<file path="src/rtl/stack_cpu_controller.sv">
// Multi-cycle control FSM for the stack processor: sequences fetch/decode/execute
// and tracks stack occupancy so over/underflow halts the machine before the stack is touched.
module stack_cpu_controller #(
   parameter int STACK_DEPTH = 32,
   parameter int DEPTH_INIT  = 2
) (
   input  logic       clk,
   input  logic       rst,
   input  logic       run,
   input  logic [2:0] opcode,
   input  logic       tos_zero,
   output logic       ir_write,
   output logic       mem_read,
   output logic       mem_write,
   output logic       iord,
   output logic       pc_inc,
   output logic       pc_load,
   output logic       stack_push,
   output logic       stack_pop,
   output logic       stack_tos,
   output logic       push_src,
   output logic       a_load,
   output logic       b_load,
   output logic [1:0] alu_op,
   output logic [5:0] depth,
   output logic       halted,
   output logic       err_ovf,
   output logic       err_unf
);

   typedef enum logic [3:0] {
      S_IDLE, S_IF, S_ID, S_POP1, S_POP2, S_LATA, S_EXE,
      S_WB, S_MRD, S_PSH, S_MWR, S_TOS, S_JZ_CHK, S_HALT
   } state_t;

   localparam logic [2:0] OP_ADD  = 3'b000;
   localparam logic [2:0] OP_SUB  = 3'b001;
   localparam logic [2:0] OP_AND  = 3'b010;
   localparam logic [2:0] OP_NOT  = 3'b011;
   localparam logic [2:0] OP_PUSH = 3'b100;
   localparam logic [2:0] OP_POP  = 3'b101;
   localparam logic [2:0] OP_JMP  = 3'b110;
   localparam logic [2:0] OP_JZ   = 3'b111;

   localparam logic [5:0] DEPTH_MAX = 6'(STACK_DEPTH);
   localparam logic [5:0] DEPTH_RST = 6'(DEPTH_INIT);

   state_t     state;
   state_t     state_next;
   logic [5:0] need;
   logic       is_binary;
   logic       underflow;
   logic       overflow;

   // Minimum occupancy each opcode must find on the stack before it may proceed.
   always_comb begin
      need = 6'd0;
      case (opcode)
         OP_ADD, OP_SUB, OP_AND: need = 6'd2;
         OP_NOT, OP_POP, OP_JZ:  need = 6'd1;
         default:                need = 6'd0;
      endcase
   end

   assign is_binary = (opcode == OP_ADD) || (opcode == OP_SUB) || (opcode == OP_AND);
   assign underflow = (depth < need);
   assign overflow  = (opcode == OP_PUSH) && (depth == DEPTH_MAX);

   always_ff @(posedge clk) begin
      if (rst) state <= S_IDLE;
      else     state <= state_next;
   end

   // Occupancy follows the push/pop strobes; error flags are sticky until reset.
   always_ff @(posedge clk) begin
      if (rst) begin
         depth   <= DEPTH_RST;
         err_unf <= 1'b0;
         err_ovf <= 1'b0;
      end else begin
         if (state == S_ID && underflow) err_unf <= 1'b1;
         if (state == S_ID && !underflow && overflow) err_ovf <= 1'b1;
         if (stack_pop && depth != 6'd0)              depth <= depth - 6'd1;
         else if (stack_push && depth < DEPTH_MAX)    depth <= depth + 6'd1;
      end
   end

   always_comb begin
      state_next = state;
      case (state)
         S_IDLE:   if (run) state_next = S_IF;
         S_IF:     state_next = S_ID;
         S_ID: begin
            if (underflow || overflow) state_next = S_HALT;
            else begin
               case (opcode)
                  OP_JMP:  state_next = S_IF;
                  OP_PUSH: state_next = S_MRD;
                  OP_JZ:   state_next = S_TOS;
                  default: state_next = S_POP1;
               endcase
            end
         end
         S_POP1: begin
            if (is_binary)              state_next = S_POP2;
            else if (opcode == OP_NOT)  state_next = S_LATA;
            else                        state_next = S_MWR;
         end
         S_POP2:   state_next = S_EXE;
         S_LATA:   state_next = S_EXE;
         S_EXE:    state_next = S_WB;
         S_WB:     state_next = S_IF;
         S_MRD:    state_next = S_PSH;
         S_PSH:    state_next = S_IF;
         S_MWR:    state_next = S_IF;
         S_TOS:    state_next = S_JZ_CHK;
         S_JZ_CHK: state_next = S_IF;
         S_HALT:   state_next = S_HALT;
         default:  state_next = S_IDLE;
      endcase
   end

   always_comb begin
      ir_write   = 1'b0;
      mem_read   = 1'b0;
      mem_write  = 1'b0;
      iord       = 1'b0;
      pc_inc     = 1'b0;
      pc_load    = 1'b0;
      stack_push = 1'b0;
      stack_pop  = 1'b0;
      stack_tos  = 1'b0;
      push_src   = 1'b0;
      a_load     = 1'b0;
      b_load     = 1'b0;
      alu_op     = 2'b00;
      halted     = 1'b0;
      case (state)
         S_IF: begin
            mem_read = 1'b1;
            ir_write = 1'b1;
            pc_inc   = 1'b1;
         end
         S_ID:     pc_load = (opcode == OP_JMP);
         S_POP1:   stack_pop = 1'b1;
         S_POP2: begin
            a_load    = 1'b1;
            stack_pop = 1'b1;
         end
         S_LATA:   a_load = 1'b1;
         S_EXE: begin
            b_load = is_binary;
            alu_op = opcode[1:0];
         end
         S_WB:     stack_push = 1'b1;
         S_MRD: begin
            mem_read = 1'b1;
            iord     = 1'b1;
         end
         S_PSH: begin
            stack_push = 1'b1;
            push_src   = 1'b1;
         end
         S_MWR: begin
            mem_write = 1'b1;
            iord      = 1'b1;
         end
         S_TOS:    stack_tos = 1'b1;
         S_JZ_CHK: pc_load = tos_zero;
         S_HALT:   halted = 1'b1;
         default:  ;
      endcase
   end

endmodule

</file>
<file path="config.mk">
export PLATFORM = sky130hd
export DESIGN_NAME = stack_cpu_controller
export DESIGN_NICKNAME = d
export VERILOG_FILES = /design/src/rtl/stack_cpu_controller.sv
export SDC_FILE = /design/constraint.sdc
export NUM_CORES = 1
export LEC_CHECK = 0
export ABC_CLOCK_PERIOD_IN_PS = 3560
export CORE_UTILIZATION = 47
export CTS_CLUSTER_DIAMETER = 40
export DETAILED_ROUTE_END_ITERATION = 10
export GPL_ROUTABILITY_DRIVEN = 0
export HOLD_SLACK_MARGIN = 0.1
export PLACE_DENSITY = 0.85
export SETUP_SLACK_MARGIN = 0.15
export SYNTH_ARGS = -nofsm -noshare
export SYNTH_HDL_FRONTEND = slang
export SYNTH_SLANG_ARGS = --single-unit
</file>
<file path="constraint.sdc">
create_clock -name clk -period 3.56 [get_ports clk]
set_input_delay 1.068 -clock clk [delete_from_list [all_inputs] [get_ports clk]]
set_output_delay 1.068 -clock clk [all_outputs]
set_load 0.02 [all_outputs]
</file>
# Word-level counts from Yosys, hierarchy flattened
# Index checks and enable logic that the tools add are counted.
[classes] reduce_logical=22 magnitude_cmp=2 n_mux=22 n_eq_ne=22 add_sub_neg=2
[ops] op="one-hot mux 4 bit (10 select lines)" count=1
[ops] op="== test 4 bit, second input constant" count=6
[ops] op="== test 4 x 3 -> 1 bit, second input constant" count=4
[ops] op="two-way mux 4 bit" count=4
[ops] op="== test 3 bit, second input constant" count=4
[ops] op="two-way mux 6 bit" count=2
[ops] op="one-hot mux 4 bit (3 select lines)" count=1
[ops] op="two-way mux 1 bit" count=11
[ops] op="OR reduction 2 bit" count=5
[ops] op="== test 4 x 2 -> 1 bit, second input constant" count=2
[ops] op="adder 6 x 1 -> 6 bit, second input constant" count=1
[ops] op="== test 3 x 2 -> 1 bit, second input constant" count=2
[ops] op="== test 6 bit, second input constant" count=1
[ops] op="logical AND 1 bit" count=6
[ops] op="less-than comparator 6 bit" count=1
[ops] op="less-than comparator 6 bit, second input constant" count=1
[ops] op="nonzero test 6 bit" count=1
[ops] op="OR reduction 3 bit" count=2
[ops] op="subtractor 6 x 1 -> 6 bit, second input constant" count=1
[ops] op="== test 4 x 1 -> 1 bit, second input constant" count=1
[ops] op="logical NOT 4 bit" count=1
[ops] op="one-hot mux 2 bit (2 select lines)" count=1
[ops] op="OR reduction 4 bit" count=1
[ops] op="== test 3 x 1 -> 1 bit, second input constant" count=1
[ops] op="7 further kinds" count=9
[totals] in_bits=7 reg_bits=12 output_inout_bits=23 word_cells=74

# Longest topological paths before layout
# Gate-level depths: netlist (run 1).
[depth] word_depth=7 depth_mapped=11 mapped_depth_nobuf=10

# Worst setup path after synthesis (run 1)
# Ideal clock, no wire load.
[synth_timing] path_type="input-to-output" from="in opcode[0]" to="out pc_load" required_ns=2.492 n_path_buf=0 path_stages=3 slack_ns=0.511 t_arrival_ns=1.981 cell_sequence="nand2b_1 > or4_1 > a21oi_1"
[synth_between] elab_chain_cells=2
[synth_lines] element="from (decl)" line_no="10" source="input logic [2:0] opcode,"
[synth_lines] element="== test 3 bit" line_no="144" source="S_ID: pc_load = (opcode == OP_JMP);"
[synth_lines] element="one-hot mux 1 bit (2 select lines)" line_no="138" source="case (state)"
[synth_lines] element="to (decl)" line_no="17" source="output logic pc_load,"
# No other way between the ends.

# Final worst setup path (run 1)
[layout_timing] from="reg state[2]" to="out stack_pop"
[layout_between] elab_chain_cells=3 elab_cells_between_ends=4 cone_classes="eq/ne (2); mux (1); reduce/logical (1)"
[layout_lines] element="from (decl)" line_no="48" source="state_t state;"
[layout_lines] element="from (signal assigned)" line_no="71" source="else state <= state_next;"
[layout_lines] element="== test 4 x 3 -> 1 bit or == test 4 x 2 -> 1 bit (tied branches)" line_no="138"
[layout_lines] element="OR reduction 2 bit (no source line) (*)"
[layout_lines] element="two-way mux 1 bit (*)" line_no="138"
[layout_lines] element="to (decl)" line_no="19" source="output logic stack_pop,"
# Every way passes the cells marked *; elsewhere a longest branch is shown, timed or not.

==> metrics.txt, run 1 <==
I/O Buffers=29; Post-DRT Antenna Nets=0; worst-margin pin slew=between 600 and 700 ps; post-layout util=71.9%; Die Y=~50 µm; vias post-DR=1118; GRT overflow=0; Setup Fix Bufs, Post-CTS=0; synth top area cells=dfxtp_1 22%, ha_1 5.8%, a21oi_1 4.7%; drt via density=5.68; Lkg Pwr=0.662 nW; Buf+Inv Stages, Crit Path=2; Worst Setup Start Kind=register; Synth area leader=dfxtp_1; Setup crit end kind=output pin; min-delay worst type=reg -> reg; Cell Chain, Critical Path=buf_4, or2b_2, o32ai_4, clkdlybuf4s50_1; clk_skew=10.1 ps; VDD IR max=0.000232 V; RSZ-0062 raised after global routing=false; number of synthesized register bits=12; total I/O pin count=30; area of the multi-input gates=734 µm²; Crit path max-delay family=buffers and inverters; FF+latch area=about 240 µm²; number of synthesized flops with an enable pin=0; layout cells sized above 1=15.3%; Routed WL=2880 µm; CTS Buf Count=3; max frequency=0.312 GHz; Max clock buf depth=2; master of the slowest instance on the critical path=clkdlybuf4s50_1; Post-Layout Cell Count=197; endpoints failing setup=0; CP max stage delay=roughly 670 ps; Synth cell types=42; WP data required=2490 ps; Root Driver=clkbuf_4; # rows=16; first-pass GRT wire length=slightly below 5000 µm; Period Utilization, post-route=90.1%; H-tree depth=1; Routed WL per cell=14.6 µm; Power Dens Cells=292 nW/µm²; Starting Density=52.5%; Post-Syn Instances=approximately 130; clock sink count=12; DRT Pass-1 Iters=4; Worst EP arrival=about 2100 ps; Worst slew margin=a little over half; Synth-to-Final Area Change=37.1%; initial DRC count=35; most common cell after layout, fill and taps aside=clkdlybuf4s50_1; min cycle time layout=about 3200 ps; most frequent cells in the layout=22 x clkdlybuf4s50_1, 13 x nor2_1, 13 x buf_4, 12 x dfxtp_1, 11 x inv_1; gr usage total=25.3%; vias in the first global route=about 1100; HPWL after detailed placement=2060 µm; initial antenna violation count=0; number of antenna diodes=0; core area=roughly 2000 µm²; Reg clk slew, reported paths=70 ps; status=completed; worst-path fanout max=16; Hold Fails Final Rpt=0; CTS tree=built; largest net degree at the start of global routing=18; Post-synth ARST share=0%; DRC Markers=0; worst skew pair latency=roughly 290 ps; Ys Warns=0; placed insts=193; syn nets=146; Max-cap violations=0; Syn Area/Cell=8.05 µm²; register area share after synthesis=between 20% and 30%; Synth Flop Type=dfxtp_1; Netlist Area Pre-Place=1070 µm²; fillers=165; count of final max-slew check failures=0; die area=2470 µm²; kind of critical path=reg -> out; Final Net Count=184; post-synth top area share=~22%; Die W=between 40 and 50 µm
==> cell usage after synthesis (2+ instances only) <==
library cell / n
ha_1: 5
a211oi_1: 2
a31oi_1: 4
or2b_2: 2
buf_1: 2
o41ai_1: 2
xnor2_1: 4
nor2_1: 13
nand4_1: 2
nor3b_1: 2
nand2b_1: 5
nor2b_1: 2
o21ai_0: 6
nand2_1: 7
dfxtp_1: 12
xor2_1: 2
o21bai_1: 2
and3b_2: 2
mux2i_1: 5
inv_1: 11
nor3_1: 7
clkbuf_1: 4
o31ai_1: 2
a21oi_1: 10
==> registers in the layout, summed over array words and instances (netlist names) <==
register	count
err_ovf	1
err_unf	1
depth	6
state	4
==> path summary, 6_finish.rpt <==
check,start,to,slack [ps],depth (start not counted)
worst max-delay path,state[2]$_SDFFE_PP0P_,stack_pop,350,4
worst min-delay path,err_ovf$_SDFFE_PP0P_,err_ovf$_SDFFE_PP0P_,460,2
worst max register to register,depth[3]$_SDFFE_PP0P_,depth[5]$_SDFFE_PP0P_,700,10
worst min register to register,err_ovf$_SDFFE_PP0P_,err_ovf$_SDFFE_PP0P_,460,2
==> through the flow <==
step	hold WS, ps	cell area (µm²)	power, mW	TNS [ps]	worst slack [ps]
after CTS	461	1450	0.427	0	113
after floorplan	522	1070	0.273	0	511
after global routing	492	1470	0.450	0	281
after global placement	436	1420	0.310	-459	-318
final	457	1470	0.429	0	353
after detailed placement	451	1420	0.315	-559	-330
==> tightest hold or removal path, stage by stage (launching register included) <==
cell	delay [ps]
dfxtp_1	320
inv_1	50
a21oi_1	50
==> repair_timing <==
item                       in CTS  in global routing
hold buffers                    0                  0
pin swaps                       0                  1
setup endpoints to repair       4                  2
cloned                          0                  0
gates resized for setup         8                  6
==> power by group <==
part	switching, mW	total [mW]	internal (mW)
combinational	0.0869	0.164	0.0773
clock	0.0512	0.113	0.0623
sequential	0.0106	0.152	0.141
total	0.149	0.429	0.281
==> area by class of cell <==
type	count	share of cell area (%)
sequential	12	16.4
timing repair buffer	41	26.1
clock buffer	4	2.47
multi-input combinational	102	50.0
tap	27	2.30
inverter	11	2.81
==> metal layers <==
layer	wire length, µm	GRT usage (%)
met1	1310	32.6
met2	1390	42.8
met3	136	3.70
met4	40	8.10
met5	0	0
==> logic make-up (layout without fill, tap and decap cells) <==
kind of cell             count (synthesis)  after routing  share of synthesized area, %
AND/OR/NAND/NOR                         49             49                          25.1
buffers and inverters                   19             56                          9.70
XOR/XNOR                                 6              6                          4.91
adder cells (fa/ha/maj)                  6              6                          7.71
flip-flops                              12             12                          22.4
AO/OA/AOI/OAI                           36             36                          25.5
multiplexers                             5              5                          4.67
Note: power is estimated with default switching activity, not from simulation.
==> run 2, diff against run 1 <==
--- a/config.mk
+++ b/config.mk
@@ -6,6 +6,7 @@
 export NUM_CORES = 1
 export LEC_CHECK = 0
 export ABC_CLOCK_PERIOD_IN_PS = 3560
+export CORE_MARGIN = 10
 export CORE_UTILIZATION = 47
 export CTS_CLUSTER_DIAMETER = 40
 export DETAILED_ROUTE_END_ITERATION = 10
==> run 2 against run 1 <==
Compared with the run above: combinational power shrank 7%; sequential power is 3% higher; clock power barely moved; fmax is 6.2% lower; die area increased by 85%; total power shrank 1.5%; final cell count did not move; hold slack lost 4.8 ps; via count is 0.81% lower; critical path type is now in -> out.
==> metrics.txt, run 2 (synthesis gave the netlist of run 1 again) <==
biggest regs=depth: 6 flops, state: 4 flops (unchanged); Largest Register=depth (unchanged); initial DRC count=44 (was 35); Reg clk slew, reported paths=70 ps (about the same); most common cell after layout, fill and taps aside=clkdlybuf4s50_1 (unchanged); HPWL after detailed placement=2200 µm (was 2060 µm); first-pass GRT wire length=4780 µm (was 4870 µm); Worst EP arrival=2350 ps (was 2140 ps); Routed WL=2790 µm (was 2880 µm); number of antenna diodes=0 (unchanged); status=completed (unchanged); crit path from=opcode[0] (was state[2]$_SDFFE_PP0P_); Routed WL per cell=14.2 µm (was 14.6 µm); post-layout util=66.5% (was 71.9%); layout cells sized above 1=16.6% (was 15.3%); met1 Track Usage GR=13.7% (was 32.6%); final worst setup slack=143 ps (was 353 ps); total I/O pin count=30 (unchanged); WP data required=2490 ps (about the same); Die W=67.7 µm (was 49.7 µm); Die Y=67.7 µm (was 49.7 µm); vias post-DR=1109 (was 1118); count of final max-slew check failures=0 (unchanged); Max-cap violations=0 (unchanged); clk_skew=6.32 ps (was 10.1 ps); DRC Markers=0 (unchanged); max reg flops=6 (unchanged); dpl cell area=1420 µm² (about the same); RSZ-0062 raised after global routing=true (was false); DP Worst Slack=-387 ps (was -330 ps); GRT overflow=0 (unchanged); CTS tree=built (unchanged); Worst Setup Start Kind=input port (was register); final setup TNS=0 ps (unchanged); Setup Fix Bufs, Post-CTS=0 (unchanged); most used routing layer=met2 (unchanged); reg-to-reg critical path startpoint=state[0]$_SDFFE_PP0P_ (was depth[3]$_SDFFE_PP0P_); clock sink count=12 (unchanged); Root Driver=clkbuf_4 (unchanged); Cell Chain, Critical Path=clkdlybuf4s50_1, nand2b_1, or4_4, a21oi_2, buf_6 (was buf_4, or2b_2, o32ai_4, clkdlybuf4s50_1); Power Dens Cells=290 nW/µm² (was 292 nW/µm²); largest net degree at the start of global routing=18 (unchanged); M3 GR Usage=3.80% (was 3.70%); H-tree depth=1 (unchanged); min-delay worst type=reg -> reg (unchanged); Power Total=0.423 mW (was 0.429 mW); most frequent cells in the layout=24 x clkdlybuf4s50_1, 13 x nor2_1, 12 x dfxtp_1, 11 x buf_4, 10 x inv_1 (was 22 x clkdlybuf4s50_1, 13 x nor2_1, 13 x buf_4, 12 x dfxtp_1, 11 x inv_1); VDD IR max=0.000227 V (was 0.000232 V); worst-margin pin slew=719 ps (was 699 ps); fillers=188 (was 165); CTS Buf Count=3 (unchanged); Setup crit end kind=output pin (unchanged); master of the slowest instance on the critical path=or4_4 (was clkdlybuf4s50_1); drt via density=5.63 (was 5.68); post-route cell area=1460 µm² (was 1470 µm²); vias in the first global route=1079 (was 1081); cts hold-fix bufs=0 (unchanged); endpoints failing setup=0 (unchanged); kind of critical path=in -> out (was reg -> out); Lkg Pwr=0.635 nW (was 0.662 nW); Synth-to-Final Area Change=36.0% (was 37.1%); Post-DRT Antenna Nets=0 (unchanged); die area=4590 µm² (was 2470 µm²); Final Net Count=183 (was 184); Starting Density=48.9% (was 52.5%); Worst slew margin=51.4% (was 52.8%); Period Utilization, post-route=96.0% (was 90.1%); FF+latch area=240 µm² (unchanged); min cycle time layout=3420 ps (was 3210 ps); core area=2190 µm² (was 2040 µm²); worst hold path startpoint=err_ovf$_SDFFE_PP0P_ (unchanged); met2 Use GR=23.5% (was 42.8%); Max clock buf depth=2 (unchanged); worst-path fanout max=2 (was 16); max frequency=0.293 GHz (was 0.312 GHz); gr usage total=12.7% (was 25.3%); DRT Pass-1 Iters=4 (unchanged); Hold Fails Final Rpt=0 (unchanged); initial antenna violation count=0 (unchanged); area of the multi-input gates=734 µm² (unchanged); worst skew pair latency=280 ps (was 290 ps); CP max stage delay=420 ps (was 670 ps); I/O Buffers=29 (unchanged); # rows=17 (was 16)
## run 2: changes by cell type in the layout (fill, tap and decap cells not counted), sizes merged
cell	previous run	this run
dlymetal6s2s	3	1
buf	13	12
clkbuf	4	5
clkdlybuf4s15	1	0
clkdlybuf4s50	22	24
## run 2: cell type report
class                   count  area share, %
clock buffers               4           2.49
inverters                  11           2.84
multi-input cells         102           50.4
flip-flops and latches     12           16.5
well taps                  28           2.41
repair buffers             40           25.3
## run 2: metal layers
metal | routed length, µm | up-vias
met5 | 0 | -
met4 | 25 | 0
met3 | 266 | 3
met2 | 1410 | 30
met1 | 1090 | 523
li1 | - | 553
## run 2: per-stage QoR
stage	instances	hold slack [ps]
finish	197	452
global route	197	499
CTS	197	455
detailed placement	193	447
global placement	193	437
floorplan	133	522
## run 2: path summary, 6_finish.rpt
path	to	slack, ps	cells past startpoint
setup / recovery	pc_load	140	5
hold / removal	err_ovf$_SDFFE_PP0P_	450	2
setup reg to reg	depth[5]$_SDFFE_PP0P_	680	10
hold reg to reg	err_ovf$_SDFFE_PP0P_	450	2
## run 2: repair_timing
item	4_1_cts	5_1_grt
pin swaps	0	1
resized for setup	9	8
setup endpoints to repair	4	3
## run 2: where the power goes
part / switching [mW] / leakage (nW) / internal, mW
Clock: 0.0500 / 0.0210 / 0.0623
Sequential: 0.0163 / 0.0972 / 0.141
Combinational: 0.0783 / 0.516 / 0.0749
## run 2: critical path: cells and delay by family
| kind | cells | cell delay, ps |
|---|---|---|
| AOI/OAI and AO/OA | 1 | 160 |
| buffers and inverters | 2 | 540 |
| and+or+nand+nor | 2 | 580 |
==> run 3, diff against run 2 <==
--- a/config.mk
+++ b/config.mk
@@ -11,7 +11,7 @@
 export CTS_CLUSTER_DIAMETER = 40
 export DETAILED_ROUTE_END_ITERATION = 10
 export GPL_ROUTABILITY_DRIVEN = 0
-export HOLD_SLACK_MARGIN = 0.1
+export HOLD_SLACK_MARGIN = 0.05
 export PLACE_DENSITY = 0.85
 export SETUP_SLACK_MARGIN = 0.15
 export SYNTH_ARGS = -nofsm -noshare
==> results of run 3 <==
Same layout as run 2: the final DEF is identical, and so are final timing and power.
